### src/rtl/pixel_readout_pkg.sv
// Shared geometry and types for the pixel readout path.
// Column/row/data widths are fixed here so the pixel record is one packed type everywhere.
package readout_pkg;
  localparam int DATA_W = 8;
  localparam int NCOL   = 2;
  localparam int NROW   = 2;
  localparam int DEPTH  = 8;
  localparam int COL_W  = (NCOL > 1) ? $clog2(NCOL) : 1;
  localparam int ROW_W  = (NROW > 1) ? $clog2(NROW) : 1;

  typedef struct packed {
    logic [DATA_W-1:0] data;
    logic [ROW_W-1:0]  row;
    logic [COL_W-1:0]  col;
    logic              last;
  } pixel_t;

  typedef enum logic {IDLE, SHIFT} state_e;

  function automatic logic is_last(logic [ROW_W-1:0] row, logic [COL_W-1:0] col);
    return (row == ROW_W'(NROW - 1)) && (col == COL_W'(NCOL - 1));
  endfunction
endpackage

### src/rtl/pixel_readout_if.sv
// Tagged-pixel valid/ready stream from the readout block to the frame sink.
interface pixel_readout_if;
  import readout_pkg::*;

  logic              pix_valid;
  logic              pix_ready;
  logic [DATA_W-1:0] pix_data;
  logic [ROW_W-1:0]  pix_row;
  logic [COL_W-1:0]  pix_col;
  logic              pix_last;

  modport master (output pix_valid, pix_data, pix_row, pix_col, pix_last, input pix_ready);
  modport slave  (input pix_valid, pix_data, pix_row, pix_col, pix_last, output pix_ready);
endinterface

### src/rtl/pixel_readout_sync_fifo.sv
// Show-ahead synchronous FIFO with flush; a push into a full FIFO is accepted
// only when a pop happens in the same cycle.
module sync_fifo #(
  parameter int WIDTH = 8,
  parameter int DEPTH = 8
) (
  input  logic             clk,
  input  logic             reset,
  input  logic             push,
  input  logic             pop,
  input  logic             flush,
  input  logic [WIDTH-1:0] wr_data,
  output logic [WIDTH-1:0] rd_data,
  output logic             full,
  output logic             empty
);
  localparam int AW = $clog2(DEPTH);

  logic [AW-1:0] wr_ptr_q, wr_ptr_d, rd_ptr_q, rd_ptr_d;
  logic [AW:0]   count_q, count_d;
  logic [WIDTH-1:0] mem_q [DEPTH];
  logic push_ok, pop_ok;

  assign empty   = (count_q == '0);
  assign full    = (count_q == (AW+1)'(DEPTH));
  assign pop_ok  = pop & ~empty;
  assign push_ok = push & (~full | pop_ok);
  assign rd_data = mem_q[rd_ptr_q];

  // NOTE: every combinational output gets a default first, so no path leaves it unassigned and no latch is inferred.
  always_comb begin
    wr_ptr_d = wr_ptr_q;
    rd_ptr_d = rd_ptr_q;
    count_d  = count_q;
    if (flush) begin
      wr_ptr_d = '0;
      rd_ptr_d = '0;
      count_d  = '0;
    end else begin
      if (push_ok) wr_ptr_d = wr_ptr_q + AW'(1);
      if (pop_ok)  rd_ptr_d = rd_ptr_q + AW'(1);
      count_d = count_q + (AW+1)'(push_ok) - (AW+1)'(pop_ok);
    end
  end

  // NOTE: sequential state uses non-blocking assignments so every flop samples pre-edge values.
  always_ff @(posedge clk) begin
    if (reset) begin
      wr_ptr_q <= '0;
      rd_ptr_q <= '0;
      count_q  <= '0;
    end else begin
      wr_ptr_q <= wr_ptr_d;
      rd_ptr_q <= rd_ptr_d;
      count_q  <= count_d;
    end
  end

  // NOTE: storage is deliberately not reset; the pointers and count define which entries are meaningful.
  always_ff @(posedge clk) begin
    if (push_ok && !flush) mem_q[wr_ptr_q] <= wr_data;
  end
endmodule

### src/rtl/pixel_readout.sv
// Captures a row of column ADC words on each adc rising edge and streams them
// out one tagged pixel per cycle through a small FIFO.
module pixel_readout
  import readout_pkg::*;
(
  input  logic                   clk,
  input  logic                   reset,
  input  logic                   nre1,
  input  logic                   nre2,
  input  logic                   adc,
  input  logic                   erase,
  input  logic [NCOL*DATA_W-1:0] adc_data,
  pixel_readout_if.master        pix,
  output logic                   frame_done,
  output logic                   sel_err,
  output logic                   ovf_err
);
  state_e                  state_q, state_d;
  logic [NCOL*DATA_W-1:0]  stage_q, stage_d;
  logic [ROW_W-1:0]        row_q, row_d;
  logic [COL_W-1:0]        col_q, col_d;
  logic adc_q, sel_err_q, sel_err_d, ovf_err_q, ovf_err_d, frame_done_q, frame_done_d;
  logic adc_event, pop, push, fifo_full, fifo_empty;
  pixel_t push_pix, head;

  assign adc_event = adc & ~adc_q;
  assign pop       = ~fifo_empty & pix.pix_ready;

  assign push_pix.data = stage_q[int'(col_q)*DATA_W +: DATA_W];
  assign push_pix.row  = row_q;
  assign push_pix.col  = col_q;
  assign push_pix.last = is_last(row_q, col_q);

  always_comb begin
    state_d      = state_q;
    stage_d      = stage_q;
    row_d        = row_q;
    col_d        = col_q;
    sel_err_d    = sel_err_q;
    ovf_err_d    = ovf_err_q;
    push         = 1'b0;
    frame_done_d = pop & head.last & ~erase;
    if (erase) begin
      state_d = IDLE;
    end else begin
      unique case (state_q)
        IDLE: if (adc_event) begin
          if (nre1 != nre2) begin
            stage_d = adc_data;
            row_d   = ROW_W'(nre1);  // nre1 high means nre2 is the active row
            col_d   = '0;
            state_d = SHIFT;
          end else begin
            sel_err_d = 1'b1;
          end
        end
        SHIFT: begin
          push  = 1'b1;
          col_d = col_q + COL_W'(1);
          if ((fifo_full && !pop) || adc_event) ovf_err_d = 1'b1;
          if (col_q == COL_W'(NCOL - 1)) state_d = IDLE;
        end
        default: state_d = IDLE;
      endcase
    end
  end

  always_ff @(posedge clk) begin
    if (reset) begin
      state_q      <= IDLE;
      stage_q      <= '0;
      row_q        <= '0;
      col_q        <= '0;
      adc_q        <= 1'b0;
      sel_err_q    <= 1'b0;
      ovf_err_q    <= 1'b0;
      frame_done_q <= 1'b0;
    end else begin
      state_q      <= state_d;
      stage_q      <= stage_d;
      row_q        <= row_d;
      col_q        <= col_d;
      adc_q        <= adc;
      sel_err_q    <= sel_err_d;
      ovf_err_q    <= ovf_err_d;
      frame_done_q <= frame_done_d;
    end
  end

  sync_fifo #(.WIDTH($bits(pixel_t)), .DEPTH(DEPTH)) u_fifo (
    .clk     (clk),
    .reset   (reset),
    .push    (push),
    .pop     (pop),
    .flush   (erase),
    .wr_data (push_pix),
    .rd_data (head),
    .full    (fifo_full),
    .empty   (fifo_empty)
  );

  assign pix.pix_valid = ~fifo_empty;
  assign pix.pix_data  = head.data;
  assign pix.pix_row   = head.row;
  assign pix.pix_col   = head.col;
  assign pix.pix_last  = head.last;
  assign frame_done    = frame_done_q;
  assign sel_err       = sel_err_q;
  assign ovf_err       = ovf_err_q;
endmodule
### src/flat_wrapper.sv
// flat-port wrapper written by rule: the top's interface ports become plain ports
module pixel_readout_flat import readout_pkg::*;
  (clk, reset, nre1, nre2, adc, erase, adc_data, frame_done, sel_err, ovf_err, pix_pix_valid, pix_pix_data, pix_pix_row, pix_pix_col, pix_pix_last, pix_pix_ready);
  pixel_readout_if pix_i ();
  input  logic clk;
  input  logic reset;
  input  logic nre1;
  input  logic nre2;
  input  logic adc;
  input  logic erase;
  input  logic [NCOL*DATA_W-1:0] adc_data;
  output logic frame_done;
  output logic sel_err;
  output logic ovf_err;
  output wire logic [$bits(pix_i.pix_valid)-1:0] pix_pix_valid;
  output wire logic [$bits(pix_i.pix_data)-1:0] pix_pix_data;
  output wire logic [$bits(pix_i.pix_row)-1:0] pix_pix_row;
  output wire logic [$bits(pix_i.pix_col)-1:0] pix_pix_col;
  output wire logic [$bits(pix_i.pix_last)-1:0] pix_pix_last;
  input wire logic [$bits(pix_i.pix_ready)-1:0] pix_pix_ready;
  assign pix_pix_valid = pix_i.pix_valid;
  assign pix_pix_data = pix_i.pix_data;
  assign pix_pix_row = pix_i.pix_row;
  assign pix_pix_col = pix_i.pix_col;
  assign pix_pix_last = pix_i.pix_last;
  assign pix_i.pix_ready = pix_pix_ready;
  pixel_readout u_core (.clk(clk), .reset(reset), .nre1(nre1), .nre2(nre2), .adc(adc), .erase(erase), .adc_data(adc_data), .pix(pix_i), .frame_done(frame_done), .sel_err(sel_err), .ovf_err(ovf_err));
endmodule
### config.mk
export PLATFORM = sky130hd
export DESIGN_NAME = pixel_readout_flat
export DESIGN_NICKNAME = d
export VERILOG_FILES = /design/src/rtl/pixel_readout_pkg.sv /design/src/rtl/pixel_readout_if.sv /design/src/rtl/pixel_readout_sync_fifo.sv /design/src/rtl/pixel_readout.sv /design/src/flat_wrapper.sv
export SDC_FILE = /design/constraint.sdc
export NUM_CORES = 1
export LEC_CHECK = 0
export ABC_AREA = 0
export CORE_MARGIN = 3
export CORE_UTILIZATION = 58
export DETAILED_ROUTE_END_ITERATION = 10
export GPL_TIMING_DRIVEN = 0
export MAX_ROUTING_LAYER = met4
export PLACE_DENSITY_LB_ADDON = 0.1
export SYNTH_ARGS = -nofsm -noshare
export SYNTH_HDL_FRONTEND = slang
export SYNTH_SLANG_ARGS = --single-unit
### constraint.sdc
create_clock -name clk -period 3.4 [get_ports clk]
set_input_delay 0.51 -clock clk [delete_from_list [all_inputs] [get_ports clk]]
set_output_delay 0.51 -clock clk [all_outputs]
set_load 0.02 [all_outputs]
==> flow_metrics.tcl <==
set metrics [dict create \
    status "completed" \
    arrival_ps 2730 \
    avgSynthCellArea_um2 15.7 \
    worst-path-max-fanout 10 \
    firstDrtPassIters 4 \
    synthTopCellsByArea "edfxtp_1 (52%), dfxtp_1 (14%), mux4_2 (9.8%)" \
    synth_edf_count 88 \
    timing.final.ws_setup_ps 165 \
    synth_top_area_share_pct 52.3 \
    leakage_nw 2.10 \
    grt_pass1_wl_um 15100 \
    syn_nets 352 \
    finalNonFillerCells 494 \
    maxCapViolCount 0 \
    die_w_um 99.3 \
    skew_ps 13.2 \
    grt_usage_pct 21.5 \
    wl_met1_um 3990 \
    crit_type "flop to output port" \
    drt-vias-per-instance 5.82 \
    vias 2874 \
    port_buffers 36 \
    io_pins 38 \
    dp_slack_ps 391 \
    cpMaxStageDelayCell "clkbuf_1" \
    core-area_um2 8340 \
    clockPowerShare_pct 45.5 \
    initial_core_util_pct 60.5 \
    wl_met3_um 505 \
    worstSetupStartpointType "flop" \
    wl_met2_um 4750 \
    max_clock_freq_mhz 309 \
    dpl_cell_area_um2 5560 \
    cts_resized 0 \
    routabilityCongestion 0.764 \
    min_period_ps 3240 \
    cp.required_ps 2890 \
    routed_wirelength_um 9320 \
    drc 0 \
    min_path_type "input pin to flop" \
    numCtsBuffers 17 \
    swShare_pct 22.1 \
    switching_power_w 0.000839 \
    insertedDiodeCount 0 \
    drtIter0Drc 155 \
    synth-seq-cells 124 \
    clk_pin_slew_worst_paths_ps 50 \
    setup_viol_count_final 0 \
    crit_family "buffers and inverters" \
    crit_chain "clkbuf_1, mux4_2, mux2_2, clkdlybuf4s50_1" \
    hold_slack_ps 361 \
    worst_slew_pin_slew_ps 894 \
    die_height_um 99.3 \
    finish.utilization_pct 73.6 \
    worst_setup_path_end_kind "output port" \
    final_common_cell "edfxtp_1" \
    areaGrowthSynthToFinish_pct 21.5 \
    seq_area_frac_synth_pct 66.6 \
    h-tree-depth 4 \
    maxSlewHeadroom_pct 40.3 \
    hold_violations 0 \
    cp.buffers_inverters 2 \
    clk_root_buffer_cell "clkbuf_8" \
    clock-sinks 124 \
    yosysWarnings 0 \
    drive_gt1_share_pct 21.6 \
    hold_buffers 0 \
    yosysTopAreaCell "edfxtp_1" \
    wl_per_cell_um 18.9 \
    tritoncts "built" \
    power_density_nw_per_um2 620 \
    rsz0062_at_grt "false" \
    netlist_area_um2 5050 \
    peakVddDrop_mv 0.475 \
    sequentialPowerShare_pct 43.6 \
    post_cts_buffers 0 \
    period_share_pct 95.2 \
    synthCells 321 \
    drv_slew 0 \
    dp_cells 462 \
    synthArstFlopShare_pct 0 \
    highest_layer "met4" \
    final_nets 407 \
    intPower_w 0.00296 \
    layout_common_cells "edfxtp_1 (88), dfxtp_1 (36), clkdlybuf4s50_1 (36)" \
    die-area_um2 9860 \
    pwr-share-comb_pct 11.0 \
    grt_max_degree 17 \
    insertion_delay_ps 510 \
    ys_types 48 \
    slowest_delay_ps 570 \
    ys.flop_type "edfxtp_1" \
    dp_hpwl_um 5870 \
    cts.path.max_buffers 2 \
    post-route-cell-area_um2 6140 \
    globalRouteOverflowTotal 0 \
    antenna_found_initial 0 \
    placementRows 33 \
    antenna_left 0 \
    grt_pass1_vias 2875 \
]
[synthesized netlist by cell type (4+ instances only)]
| master | instances |
|---|---|
| edfxtp_1 | 88 |
| o21ai_0 | 9 |
| a21oi_1 | 26 |
| clkbuf_1 | 9 |
| ha_1 | 7 |
| nand2_1 | 7 |
| inv_1 | 11 |
| nand3_1 | 18 |
| mux2_2 | 19 |
| mux4_2 | 22 |
| o21ai_1 | 9 |
| mux2i_1 | 4 |
| or3_1 | 4 |
| nor2_1 | 7 |
| buf_4 | 4 |
| dfxtp_1 | 36 |
[per-layer routing]
layer  vias up  track usage [%]
met4         0             7.56
met2        85             33.0
met5         -                -
li1       1364                -
met3         5             5.47
met1      1420             28.3
[power groups by stage]
| stage | registers, W | logic [W] | clock network [W] |
|---|---|---|---|
| floorplan | 0.00168 | 0.000288 | 0 |
| global placement | 0.00169 | 0.000409 | 0 |
| detailed placement | 0.00169 | 0.000418 | 0 |
| CTS | 0.00166 | 0.000421 | 0.00176 |
| global route | 0.00166 | 0.000468 | 0.00183 |
| finish | 0.00166 | 0.000417 | 0.00173 |
[cell families after synthesis]
kind of cell / synth area share [%]
xor+xnor: 0.669
buf+inv: 2.60
flops: 66.6
compound gates: 5.80
simple gates: 7.36
mux: 14.8
fa+ha+maj: 2.13
[flip-flops by register name, indices dropped and copies added, names as in the netlist, 3 cells and up, named ones only]
name                    cells
u_core.u_fifo.wr_ptr_q      3
u_core.u_fifo.count_q       4
u_core.u_fifo.rd_ptr_q      3
u_core.stage_q             16
u_core.u_fifo.mem_q        88
[final timing paths]
check	startpoint	end	slack, ps	cells after the start
max reg2reg	u_core.u_fifo.count_q[2]	u_core.u_fifo.count_q[1]	880	10
min	reset	u_core.adc_q	360	2
min reg2reg	u_core.stage_q[2]	u_core.stage_q[2]	470	2
max	flop	pix_pix_data[1]	160	4
[layout make-up]
type,instances,area (µm²)
Timing Repair Buffer,36,360
Sequential cell,124,3360
Buffer,17,90.1
Multi-Input combinational cell,169,1570
Clock buffer,19,432
Inverter,11,41.3
Fill cell,538,2200
Clock inverter,13,149
Tap cell,105,131
[worst reg2reg max path, cell delays in order (launching register included)]
cell     delay (ps)
dfxtp_1         300
inv_1            90
ha_1            170
nor3b_1         520
inv_1           190
nand3_1         170
a21bo_2         240
ha_1            190
inv_1            70
fa_1            410
nor2_1          110
[per-stage QoR]
stage	total power (W)	TNS (ps)
floorplan	0.00197	0
detailed placement	0.00211	0
finish	0.00380	0
global route	0.00396	0
CTS	0.00384	0
global placement	0.00210	-8090
Note: power is estimated with default switching activity, not from simulation.
